==> src/rtl/multi_mode_timer.sv <==
// multi_mode_timer: mm.ss run/pause/clear timer with BCD preset, countdown
// alarm, configurable minute limit (wrap or saturate) and a 4-digit display
// scanner feeding the seven-segment decoder.
module multi_mode_timer #(
    parameter int TICK_MAX   = 11999999,
    parameter int TICK_WIDTH = 24,
    parameter int SCAN_MAX   = 11999,
    parameter int SCAN_WIDTH = 17,
    parameter int MIN_MAX    = 59,
    parameter int WRAP       = 1
) (
    input  logic        CLK,
    input  logic        RESET,
    input  logic        START_STOP,
    input  logic        CLEAR,
    input  logic        LOAD,
    input  logic        DIR_IN,
    input  logic [15:0] PRESET,
    output logic [15:0] BCD_OUT,
    output logic [3:0]  SEG_SELECT,
    output logic [3:0]  DIGIT,
    output logic        DOT,
    output logic        RUNNING,
    output logic        ALARM,
    output logic        CARRY
);

    typedef enum logic [1:0] {
        IDLE    = 2'd0,
        RUN     = 2'd1,
        PAUSED  = 2'd2,
        EXPIRED = 2'd3
    } state_t;

    localparam logic [6:0]            MIN_MAX_B   = 7'(MIN_MAX);
    localparam logic [7:0]            MIN_MAX_BCD = {4'(MIN_MAX / 10), 4'(MIN_MAX % 10)};
    localparam logic [TICK_WIDTH-1:0] TICK_LAST   = TICK_WIDTH'(TICK_MAX);
    localparam logic [SCAN_WIDTH-1:0] SCAN_LAST   = SCAN_WIDTH'(SCAN_MAX);

    // Input synchronisers: bit 0 start/stop, 1 clear, 2 load, 3 direction.
    logic [3:0] raw_in;
    logic [3:0] sync1_reg, sync2_reg;
    logic [2:0] sync3_reg;
    logic       start_edge, clear_edge, load_edge, dir_down;

    state_t                  state_reg, state_next;
    logic [15:0]             bcd_reg, bcd_next;
    logic [TICK_WIDTH-1:0]   tick_reg, tick_next;
    logic                    carry_reg, carry_next;
    logic                    running_reg, alarm_reg;

    logic [SCAN_WIDTH-1:0]   scan_reg;
    logic [1:0]              idx_reg;
    logic [3:0]              seg_reg, digit_reg;
    logic                    dot_reg;

    logic [3:0]  su, st, mu, mt;
    logic [6:0]  minutes;
    logic        at_top, at_zero, at_one, tick_hit;
    logic [15:0] up_val, down_val;

    logic [15:0] digit_clamp;
    logic [3:0]  st_clamp;
    logic [6:0]  preset_min;
    logic [15:0] preset_clamped;

    assign raw_in     = {DIR_IN, LOAD, CLEAR, START_STOP};
    assign start_edge = sync2_reg[0] & ~sync3_reg[0];
    assign clear_edge = sync2_reg[1] & ~sync3_reg[1];
    assign load_edge  = sync2_reg[2] & ~sync3_reg[2];
    assign dir_down   = sync2_reg[3];

    // Two-flop synchroniser plus one delay flop per button for edge detection.
    always_ff @(posedge CLK or posedge RESET) begin
        if (RESET) begin
            sync1_reg <= '0;
            sync2_reg <= '0;
            sync3_reg <= '0;
        end else begin
            sync1_reg <= raw_in;
            sync2_reg <= sync1_reg;
            sync3_reg <= sync2_reg[2:0];
        end
    end

    // Preset clamp: each digit to 9, seconds tens to 5, minutes to the limit.
    genvar gi;
    generate
        for (gi = 0; gi < 4; gi++) begin : g_digit_clamp
            assign digit_clamp[gi*4 +: 4] = (PRESET[gi*4 +: 4] > 4'd9) ? 4'd9 : PRESET[gi*4 +: 4];
        end
    endgenerate

    assign st_clamp   = (digit_clamp[7:4] > 4'd5) ? 4'd5 : digit_clamp[7:4];
    assign preset_min = {3'b000, digit_clamp[15:12]} * 7'd10 + {3'b000, digit_clamp[11:8]};
    assign preset_clamped = {(preset_min > MIN_MAX_B) ? MIN_MAX_BCD : digit_clamp[15:8],
                             st_clamp, digit_clamp[3:0]};

    // Current count split into BCD digits and boundary decodes.
    assign su       = bcd_reg[3:0];
    assign st       = bcd_reg[7:4];
    assign mu       = bcd_reg[11:8];
    assign mt       = bcd_reg[15:12];
    assign minutes  = {3'b000, mt} * 7'd10 + {3'b000, mu};
    assign at_top   = (minutes == MIN_MAX_B) && (st == 4'd5) && (su == 4'd9);
    assign at_zero  = (bcd_reg == 16'h0000);
    assign at_one   = (bcd_reg == 16'h0001);
    assign tick_hit = (tick_reg == TICK_LAST);

    // BCD increment with ripple carry through sec units, sec tens, minutes.
    always_comb begin
        up_val = bcd_reg;
        if (su != 4'd9) begin
            up_val[3:0] = su + 4'd1;
        end else begin
            up_val[3:0] = 4'd0;
            if (st != 4'd5) begin
                up_val[7:4] = st + 4'd1;
            end else begin
                up_val[7:4] = 4'd0;
                if (mu != 4'd9) begin
                    up_val[11:8] = mu + 4'd1;
                end else begin
                    up_val[11:8]  = 4'd0;
                    up_val[15:12] = mt + 4'd1;
                end
            end
        end
    end

    // BCD decrement with borrow; never used at 00:00.
    always_comb begin
        down_val = bcd_reg;
        if (su != 4'd0) begin
            down_val[3:0] = su - 4'd1;
        end else begin
            down_val[3:0] = 4'd9;
            if (st != 4'd0) begin
                down_val[7:4] = st - 4'd1;
            end else begin
                down_val[7:4] = 4'd5;
                if (mu != 4'd0) begin
                    down_val[11:8] = mu - 4'd1;
                end else begin
                    down_val[11:8]  = 4'd9;
                    down_val[15:12] = mt - 4'd1;
                end
            end
        end
    end

    // Control FSM: next state, next count, tick prescaler and wrap carry.
    always_comb begin
        state_next = state_reg;
        bcd_next   = bcd_reg;
        tick_next  = tick_reg;
        carry_next = 1'b0;
        if (clear_edge) begin
            state_next = IDLE;
            bcd_next   = '0;
            tick_next  = '0;
        end else begin
            case (state_reg)
                IDLE: begin
                    if (load_edge) begin
                        bcd_next = preset_clamped;
                    end else if (start_edge) begin
                        state_next = RUN;
                        tick_next  = '0;
                    end
                end
                RUN: begin
                    if (start_edge) begin
                        // Pausing freezes the tick phase so a resume continues it.
                        state_next = PAUSED;
                    end else if (tick_hit) begin
                        tick_next = '0;
                        if (!dir_down) begin
                            if (at_top) begin
                                if (WRAP != 0) begin
                                    bcd_next   = '0;
                                    carry_next = 1'b1;
                                end else begin
                                    state_next = EXPIRED;
                                end
                            end else begin
                                bcd_next = up_val;
                            end
                        end else if (at_zero) begin
                            state_next = EXPIRED;
                        end else begin
                            bcd_next = down_val;
                            if (at_one) begin
                                state_next = EXPIRED;
                            end
                        end
                    end else begin
                        tick_next = tick_reg + TICK_WIDTH'(1);
                    end
                end
                PAUSED: begin
                    if (start_edge) begin
                        state_next = RUN;
                    end
                end
                EXPIRED: begin
                    if (start_edge) begin
                        state_next = IDLE;
                    end
                end
                default: begin
                    state_next = IDLE;
                end
            endcase
        end
    end

    // Timer state registers and registered status decodes of the state.
    always_ff @(posedge CLK or posedge RESET) begin
        if (RESET) begin
            state_reg   <= IDLE;
            bcd_reg     <= '0;
            tick_reg    <= '0;
            carry_reg   <= 1'b0;
            running_reg <= 1'b0;
            alarm_reg   <= 1'b0;
        end else begin
            state_reg   <= state_next;
            bcd_reg     <= bcd_next;
            tick_reg    <= tick_next;
            carry_reg   <= carry_next;
            running_reg <= (state_reg == RUN);
            alarm_reg   <= (state_reg == EXPIRED);
        end
    end

    // Free-running display scan with registered digit enable, value and dot.
    always_ff @(posedge CLK or posedge RESET) begin
        if (RESET) begin
            scan_reg  <= '0;
            idx_reg   <= 2'd0;
            seg_reg   <= 4'b1110;
            digit_reg <= 4'd0;
            dot_reg   <= 1'b0;
        end else begin
            if (scan_reg == SCAN_LAST) begin
                scan_reg <= '0;
                idx_reg  <= idx_reg + 2'd1;
            end else begin
                scan_reg <= scan_reg + SCAN_WIDTH'(1);
            end
            seg_reg   <= ~(4'b0001 << idx_reg);
            digit_reg <= bcd_reg[{idx_reg, 2'b00} +: 4];
            dot_reg   <= (idx_reg == 2'd2);
        end
    end

    assign BCD_OUT    = bcd_reg;
    assign SEG_SELECT = seg_reg;
    assign DIGIT      = digit_reg;
    assign DOT        = dot_reg;
    assign RUNNING    = running_reg;
    assign ALARM      = alarm_reg;
    assign CARRY      = carry_reg;

endmodule

==> config.mk <==
export PLATFORM = sky130hd
export DESIGN_NAME = multi_mode_timer
export DESIGN_NICKNAME = d
export VERILOG_FILES = /design/src/rtl/multi_mode_timer.sv
export SDC_FILE = /design/constraint.sdc
export NUM_CORES = 1
export LEC_CHECK = 0
export BUFFER_PORTS_ARGS = -buffer_cell sky130_fd_sc_hd__buf_2
export CORE_MARGIN = 5
export CORE_UTILIZATION = 45
export CTS_BUF_LIST = sky130_fd_sc_hd__clkbuf_16
export CTS_CLUSTER_SIZE = 8
export DETAILED_ROUTE_END_ITERATION = 8
export PLACE_DENSITY_LB_ADDON = 0.25
export REMOVE_ABC_BUFFERS = 1
export SETUP_SLACK_MARGIN = 0.05
export SYNTH_ARGS = -nofsm -noshare
export SYNTH_HDL_FRONTEND = slang
export SYNTH_SLANG_ARGS = --single-unit
==> constraint.sdc <==
create_clock -name CLK -period 3.1 [get_ports CLK]
set_input_delay 0.775 -clock CLK [delete_from_list [all_inputs] [get_ports CLK]]
set_output_delay 0.775 -clock CLK [all_outputs]
set_load 0.005 [all_outputs]
==> flow_summary.toml, run 1 <==
[placement]
dp_slack_ns = -0.211
place_area_sq_mm = 0.00591
placedCellCount = 736
portBuffers = 49
dp_hpwl_microns = 9480
gp_congestion = 0.883

[worst_hold_path]
hold_class = "reg -> reg"

[routing]
viasPerCell = 5.71
drtIter0Drc = 316
antenna_left = 0
drc_errors = 0
wl_per_cell_microns = 17.0
totalWireLength_microns = 12800
vias = 4316
dr.pass1.iters = 4

[clock_network]
htree_num_levels = 3
clock_sinks = 84
clock_latency_ns = 0.34
cts_buffers = 9
root_buffer = "clkbuf_16"
ctsLongestPathBuffers = 2
cts.clk_slew.worst_paths_ns = 0.07
cts_tree = "done"

[final_layout]
fillers = 1083
stdcell_area_sq_mm = 0.00629
largest_register_ffs = 24
stdcell_count = 756
areaGrowthSynthToFinish_pct = 16.7
drive_gt1_frac = 0.248
antenna_cells = 0
nets = 659

[power]
ir_drop_mv = 0.279
power.density_mw_per_mm2 = 779
power.internal_mw = 2.95
leakagePower_nw = 2.80
pwr-share-clk = 0.239
combPwrFrac = 0.460
fin_total_pwr_mw = 4.90
switching_share = 0.397
p_sw_mw = 1.94
p_seq_frac = 0.301

[global_routing]
first_global_vias = 4424
antenna_found_initial = 0
use_met3 = 0.0370
use_met1 = 0.246
grt_pass1_wl_microns = 21800
grt-busiest-layer = "met2"
use_met2 = 0.314
grt_util_all_layers = 0.187
grt_max_degree = 50
overflow = 0

[job]
cap_viol_max_count = 0

[floorplanning]
die_height_microns = 119
initial_core_util = 0.454
fp.coreArea_sq_mm = 0.0119
ios = 50
std_cell_rows = 40
dieArea_sq_mm = 0.0143
die_w_microns = 119

[sta]
fin_ws_ns = 0.188
hold_viol = 0
setup_viol = 0
max_freq_mhz = 343
min_period_over_period = 0.939
skew_ns = 0.00759
setup_tns_ns = 0
fin_crit_ns = 2.91
timing.slew.headroom = 0.557
grt_setup_unrepaired = "true"
worst_slew_pin_slew_ns = 0.665
drv_slew = 0

[synth]
ys_warn_count = 0
yosysTopAreaCellShare = 0.376
synth_cell_types = 94
synth-main-ff-cell = "dfrtp_1"
yosys.area.top_type = "dfrtp_1"
postSynthCellCount = 538
synthesis.area_sq_mm = 0.00539
synth_area_leaders = "dfrtp_1 38%, ha_1 6.7%, xor2_1 3.6%, nor2_1 3.3%, xnor2_1 2.8%"
avgSynthCellArea_sq_um = 10.0
postSynth.asyncResetShare = 1.00
ys_seq_area_frac = 0.391
synth_seq_cells = 84
synth_edf_count = 0

[critical_path]
crit_fanout = 4
path_delay_family = "adder cells"
worst-path-buf-inv = 4
slowest_delay_ns = 0.39
crit_required_ns = 3.34
critPathArrivalTime_ns = 3.15
path_cells = "buf_2 -> o21ai_1 -> nand2b_1 -> ha_1 -> ha_2 -> fa_2 -> xor2_2 -> nand4bb_1 -> buf_4 -> a211oi_2 -> buf_4 -> buf_4 -> a31oi_2 -> a32o_2"
crit_top_cell = "buf_4"
crit_type = "in -> reg"
startpoint_type = "input pin"
slowest_stage = "fa_2"
worst_setup_path_end_kind = "register"

[status]
status = "finished, final reports clean"
[what timing repair did]
item / CTS / global route
hold buffers: 0 / 0
endpoints found under the setup margin: 0 / 7
setup buffers: 0 / 4
resized for setup: 0 / 6
[area by class of cell]
type                            count  area [sq um]  area share
Multi-Input combinational cell    399          3070       0.488
Sequential cell                    84          2110       0.335
Timing Repair Buffer               80           490      0.0780
Clock buffer                        9           225      0.0358
Tap cell                          147           184      0.0292
Inverter                           30           114      0.0181
Clock inverter                      7           100      0.0159
[final timing paths]
path	startpoint	to	slack (ns)	depth (start not counted)
hold reg to reg	sync1_reg[0]	sync2_reg[0]	0.35	0
setup / recovery	PRESET[13]	BCD_OUT[8]	0.19	14
min in group asynchronous	RESET	scan_reg[15]	0.51	2
hold / removal	sync1_reg[0]	sync2_reg[0]	0.35	0
max in group asynchronous	RESET	sync2_reg[0]	1.93	3
setup reg to reg	BCD_OUT[13]	BCD_OUT[11]	0.20	11
[power groups by stage]
stage               Clock (mW)  Sequential, mW  Combinational [mW]
floorplan                    0            1.51                1.43
global placement             0            1.49                2.12
detailed placement           0            1.49                2.20
CTS                       1.19            1.47                2.21
global route              1.25            1.51                2.49
finish                    1.17            1.47                2.25
[through the flow]
stage	hold slack, ns	util
after floorplan	0.331	-
after global placement	0.334	0.498
after detailed placement	0.335	0.498
after CTS	0.349	0.525
after global routing	0.355	0.530
final	0.347	0.530
[synth_stat cells, types with 4 or more instances]
library cell and number:
a211oi_1 8, a21oi_1 22, a31oi_1 5, and2_1 5, and3_1 7, buf_2 7
buf_6 4, clkbuf_1 14, dfrtp_1 81, fa_1 4, ha_1 29, inv_1 29
mux2_2 6, nand2_1 35, nand2b_1 6, nand3_1 16, nand4_1 8, nor2_1 48
nor2b_1 14, nor3_1 7, nor4_1 4, o2111ai_1 5, o211ai_1 6, o21ai_0 23
o31ai_1 4, or3_1 7, xnor2_1 17, xor2_1 22
[per-layer routing]
metal / share of wire / up-vias
met3: 0.054 / 16
li1: - / 2079
met5: 0 / -
met4: 0.013 / 0
met1: 0.44 / 2114
met2: 0.49 / 107
[cells by family (layout without fill, tap and decap cells)]
| family | after synthesis | after routing | synth area share |
|---|---|---|---|
| flip-flops | 84 | 84 | 0.391 |
| multiplexers | 12 | 12 | 0.0337 |
| adder cells (fa/ha/maj) | 33 | 33 | 0.0822 |
| buffers and inverters | 55 | 126 | 0.0455 |
| AO/OA/AOI/OAI | 121 | 121 | 0.177 |
| AND/OR/NAND/NOR | 193 | 193 | 0.206 |
| XOR/XNOR | 39 | 39 | 0.0634 |
| other | 1 | 1 | 0.000696 |
[layout by cell type, fill, tap and decap left out, types with 7 or more instances in the layout]
cell type   n
dfrtp_1    81
buf_2      49
nor2_1     48
nand2_1    35
buf_4      30
inv_1      28
ha_1       28
a21oi_1    22
o21ai_0    22
xor2_1     21
xnor2_1    17
nand3_1    16
nor2b_1    14
clkbuf_16   9
nand4_1     8
nor3_1      7
or3_1       7
and3_1      7
a211oi_1    7
(Power assumes the default switching activity.)
==> run 2: changes to the inputs <==
--- a/config.mk
+++ b/config.mk
@@ -11,7 +11,7 @@
 export CTS_BUF_LIST = sky130_fd_sc_hd__clkbuf_16
 export CTS_CLUSTER_SIZE = 8
 export DETAILED_ROUTE_END_ITERATION = 8
-export PLACE_DENSITY_LB_ADDON = 0.25
+export PLACE_DENSITY_LB_ADDON = 0.2
 export REMOVE_ABC_BUFFERS = 1
 export SETUP_SLACK_MARGIN = 0.05
 export SYNTH_ARGS = -nofsm -noshare
==> run 2 against run 1 <==
Worst setup slack lost 0.0058 ns. Non-clock buffer count is the same. Largest cell class unchanged. Total power shrank 2.1%. Clock power shrank 7%. Final cell count is the same. Worst hold slack lost 0.093 ns. Critical path depth shrank 1. Final area shrank 0.99%. Die area is the same. First-iteration DRC count grew 0.95%.
==> flow_summary.toml, run 2 (same netlist as run 1, synthesis figures left out) <==
[routing]
dr.pass1.iters = 4
drtIter0Drc = 319
totalWireLength_microns = 12700
wl_met3_microns = 770
drc_errors = 0
met2_length_microns = 5980
vias = 4294
wl_met1_microns = 5690
viasPerCell = 5.68
topRoutingLayerUsed = "met4"
wl_per_cell_microns = 16.8
antenna_left = 0

[global_routing]
antenna_found_initial = 0
grt_pass1_wl_microns = 21300
grt_util_all_layers = 0.185
first_global_vias = 4401
overflow = 0
grt_max_degree = 43

[clock_network]
ctsLongestPathBuffers = 2
cts_buffers = 9
cts_setup_buffers = 0
cts.clk_slew.worst_paths_ns = 0.06
htree_num_levels = 3
cts_resized = 0
root_buffer = "clkbuf_16"
ctsHoldBuffers = 0
clock_sinks = 84
cts_tree = "done"
clock_latency_ns = 0.36

[sta]
timing.slew.headroom = 0.522
hold_ws_ns = 0.255
max_freq_mhz = 343
fin_ws_ns = 0.182
hold_viol = 0
grt_setup_unrepaired = "false"
min_period_over_period = 0.941
setup_tns_ns = 0
drv_slew = 0
setup_viol = 0
fin_crit_ns = 2.92
skew_ns = 0.0127
worst_slew_pin_slew_ns = 0.718

[critical_path]
critPathArrivalTime_ns = 3.16
crit_type = "in -> reg"
worst-path-buf-inv = 2
path_delay_family = "compound AO/OA/AOI/OAI gates"
worst_setup_path_end_kind = "register"
crit_required_ns = 3.34
slowest_delay_ns = 0.37
startpoint_type = "input pin"
crit_top_cell = "ha_1"
slowest_stage = "fa_1"
crit_fanout = 3
path_cells = "buf_2 -> o21ai_0 -> nand2b_1 -> ha_1 -> ha_1 -> fa_1 -> xor2_1 -> nand4bb_1 -> o2111a_1 -> a211oi_2 -> buf_4 -> a31oi_2 -> a32o_2"

[power]
pwr-share-clk = 0.227
switching_share = 0.404
leakagePower_nw = 2.78
p_sw_mw = 1.93
power.internal_mw = 2.86
fin_total_pwr_mw = 4.79
combPwrFrac = 0.464
power.density_mw_per_mm2 = 770
p_seq_frac = 0.309
ir_drop_mv = 0.261

[final_layout]
largest_register_ffs = 24
stdcell_area_sq_mm = 0.00623
antenna_cells = 0
areaGrowthSynthToFinish_pct = 15.6
mostFrequentLayoutCells = "81 x dfrtp_1, 49 x buf_2, 48 x nor2_1, 35 x nand2_1, 31 x buf_4"
stdcell_count = 756
nets = 659
drive_gt1_frac = 0.238
final_common_cell = "dfrtp_1"
final_util = 0.525

[floorplanning]
die_w_microns = 119
die_height_microns = 119
dieArea_sq_mm = 0.0143
std_cell_rows = 40
ios = 50
initial_core_util = 0.454
fp.coreArea_sq_mm = 0.0119

[placement]
portBuffers = 49
placedCellCount = 740
dp_slack_ns = -0.195
gp_congestion = 0.812
place_area_sq_mm = 0.00592
dp_hpwl_microns = 9290

[job]
cap_viol_max_count = 0

[status]
status = "finished, final reports clean"

[worst_hold_path]
hold_class = "in -> async"
## run 2: layer usage
layer / GRT usage / vias to the layer above
met5: 0 / -
met4: 0.0773 / 0
met3: 0.0442 / 21
met2: 0.291 / 118
met1: 0.243 / 2084
li1: - / 2071
## run 2: final timing paths
| check | start | end | slack (ns) | cells past startpoint |
|---|---|---|---|---|
| hold reg to reg | sync1_reg[2] | sync2_reg[2] | 0.35 | 0 |
| setup reg to reg | BCD_OUT[13] | BCD_OUT[9] | 0.21 | 11 |
| hold / removal | RESET | tick_reg[6] | 0.25 | 2 |
| min in group CLK | sync1_reg[2] | sync2_reg[2] | 0.35 | 0 |
| setup / recovery | PRESET[13] | BCD_OUT[8] | 0.18 | 13 |
| max in group asynchronous | RESET | BCD_OUT[15] | 2.15 | 3 |
## run 2: layout make-up
| class | count | area (sq um) |
|---|---|---|
| Fill cell | 1107 | 5640 |
| Multi-Input combinational cell | 399 | 3050 |
| Sequential cell | 84 | 2110 |
| Timing Repair Buffer | 80 | 478 |
| Clock buffer | 9 | 225 |
| Tap cell | 147 | 184 |
| Inverter | 30 | 114 |
| Clock inverter | 7 | 67.6 |
## run 2: power groups by stage
stage	Clock [mW]	Sequential [mW]	Combinational, mW
global placement	0	1.50	2.15
detailed placement	0	1.50	2.20
global route	1.16	1.51	2.46
floorplan	0	1.51	1.43
CTS	1.11	1.48	2.21
finish	1.09	1.48	2.22
==> run 3: changes to the inputs <==
--- a/config.mk
+++ b/config.mk
@@ -6,8 +6,10 @@
 export NUM_CORES = 1
 export LEC_CHECK = 0
 export BUFFER_PORTS_ARGS = -buffer_cell sky130_fd_sc_hd__buf_2
+export CELL_PAD_IN_SITES_DETAIL_PLACEMENT = 0
+export CELL_PAD_IN_SITES_GLOBAL_PLACEMENT = 2
 export CORE_MARGIN = 5
-export CORE_UTILIZATION = 45
+export CORE_UTILIZATION = 35
 export CTS_BUF_LIST = sky130_fd_sc_hd__clkbuf_16
 export CTS_CLUSTER_SIZE = 8
 export DETAILED_ROUTE_END_ITERATION = 8
==> run 3 against run 2 <==
Die area up 26%. First-iteration DRC count decreased by 22%. Sequential power about the same. Utilization shrank 11 points. Clock-buffer cell count stayed put. Sequential share of layout area down 0.56 points. Final cell count rose by 5.4%.
==> flow_summary.toml, run 3 (same netlist as run 1, synthesis figures left out) <==
[clock_network]
cts_tree = "done"
root_buffer = "clkbuf_16"
ctsLongestPathBuffers = 2
clock_sinks = 84
cts_buffers = 9
htree_num_levels = 3
cts.clk_slew.worst_paths_ns = 0.07
ctsHoldBuffers = 0
clock_latency_ns = 0.35

[floorplanning]
ios = 50
die_height_microns = 134
initial_core_util = 0.356
fp.coreArea_sq_mm = 0.0151
dieArea_sq_mm = 0.0180
die_w_microns = 134
std_cell_rows = 45

[power]
power.internal_mw = 2.95
combPwrFrac = 0.458
ir_drop_mv = 0.299
pwr-share-clk = 0.241
p_sw_mw = 1.97
leakagePower_nw = 2.80
power.density_mw_per_mm2 = 777
fin_total_pwr_mw = 4.92
p_seq_frac = 0.301
switching_share = 0.401

[critical_path]
reg2reg_depth = 11
reg2reg_to = "BCD_OUT[9]"
slowest_stage = "fa_1"
startpoint_type = "input pin"
critPathLaunch = "PRESET[13]"
r2r_slack_ns = 0.23
path_cells = "buf_2 -> o21ai_1 -> nand2b_1 -> ha_1 -> ha_1 -> fa_1 -> xor2_2 -> nand4bb_1 -> buf_4 -> a211oi_2 -> buf_4 -> a31oi_2 -> a32o_2"
worst_setup_path_end_kind = "register"
crit_type = "in -> reg"
slowest_delay_ns = 0.40
crit_path_end = "BCD_OUT[8]"
crit_fanout = 3
r2r-start = "BCD_OUT[13]"
critPathArrivalTime_ns = 3.13
crit_required_ns = 3.34

[routing]
vias = 4267
totalWireLength_microns = 13700
drtIter0Drc = 248
viasPerCell = 5.35
wl_per_cell_microns = 17.2
drc_errors = 0
dr.pass1.iters = 4
antenna_left = 0

[global_routing]
grt_max_degree = 56
grt_util_all_layers = 0.156
grt_pass1_wl_microns = 22700
overflow = 0
antenna_found_initial = 0
first_global_vias = 4340

[sta]
drv_slew = 0
fin_ws_ns = 0.211
skew_ns = 0.00529
setup_tns_ns = 0
hold_ws_ns = 0.349
grt_setup_unrepaired = "true"
max_freq_mhz = 346
min_period_over_period = 0.932
setup_viol = 0
timing.slew.headroom = 0.488
worst_slew_pin_slew_ns = 0.768
fin_crit_ns = 2.89
hold_viol = 0

[final_layout]
areaGrowthSynthToFinish_pct = 17.5
antenna_cells = 0
mostFrequentLayoutCells = "81 x dfrtp_1, 49 x buf_2, 48 x nor2_1, 35 x nand2_1, 30 x buf_4"
drive_gt1_frac = 0.245
final_common_cell = "dfrtp_1"
nets = 659
largest_register_ffs = 24
final_util = 0.418
fillers = 1469

[status]
status = "finished, final reports clean"

[placement]
gp_congestion = 0.808
dp_slack_ns = -0.228
portBuffers = 49
dp_hpwl_microns = 10000

[worst_hold_path]
hold_class = "reg -> reg"

[job]
cap_viol_max_count = 0
run 3: changes by cell type in the layout (fill, tap and decap cells not counted), sizes merged:
cell	delta
inv	+1
clkinv	-2
bufinv	+1
run 3: how the worst min path moves through the flow:
stage                     cells past startpoint      endpoint  slack (ns)         start
after floorplan                               0  sync2_reg[0]        0.33  sync1_reg[0]
after global placement                        0  sync2_reg[2]        0.34  sync1_reg[2]
after detailed placement                      0  sync2_reg[0]        0.34  sync1_reg[0]
after global routing                          0  sync2_reg[0]        0.36  sync1_reg[0]
after CTS                                     0  sync2_reg[0]        0.35  sync1_reg[0]
final                                         0  sync2_reg[0]        0.35  sync1_reg[0]
run 3: power by group through the flow:
stage / Clock (mW) / Sequential, mW / Combinational (mW)
floorplan: 0 / 1.51 / 1.43
global placement: 0 / 1.49 / 2.22
detailed placement: 0 / 1.50 / 2.25
CTS: 1.23 / 1.48 / 2.27
global route: 1.27 / 1.51 / 2.49
finish: 1.19 / 1.48 / 2.25
run 3: final cells by class:
cell class	count	area (sq um)	share of cell area
Clock buffer	9	225	0.0356
Tap cell	188	235	0.0372
Sequential cell	84	2110	0.333
Clock inverter	7	100	0.0158
Timing Repair Buffer	80	490	0.0775
Multi-Input combinational cell	399	3060	0.483
Inverter	30	114	0.0180
run 3: layer usage:
metal  vias up  share of wire  track usage
met2        73           0.48        0.262
met3        15          0.036       0.0401
met1      2106           0.47        0.199
met4         0          0.013       0.0475
met5         -              0            0
li1       2073              -            -
run 3: critical path, delay by kind of cell:
kind / cells / cell delay [ns]
buffers and inverters: 3 / 0.45
and+or+nand+nor: 2 / 0.24
xor gates and xnor gates: 1 / 0.16
AOI/OAI and AO/OA: 4 / 0.71
adders and majority gates: 3 / 0.79
run 3: timing repair:
action                                 4_1_cts  5_1_grt
gates resized for setup                      0        3
setup endpoints to repair                    0        7
buffers inserted                             0        0
endpoints found under the hold margin        0        0
run 3: per-stage QoR:
stage	area, sq um	instances
2_1_floorplan	5260	513
3_3_place_gp	5990	781
3_5_place_dp	5990	781
4_1_cts	6320	797
5_1_grt	6330	797
6_report	6330	797
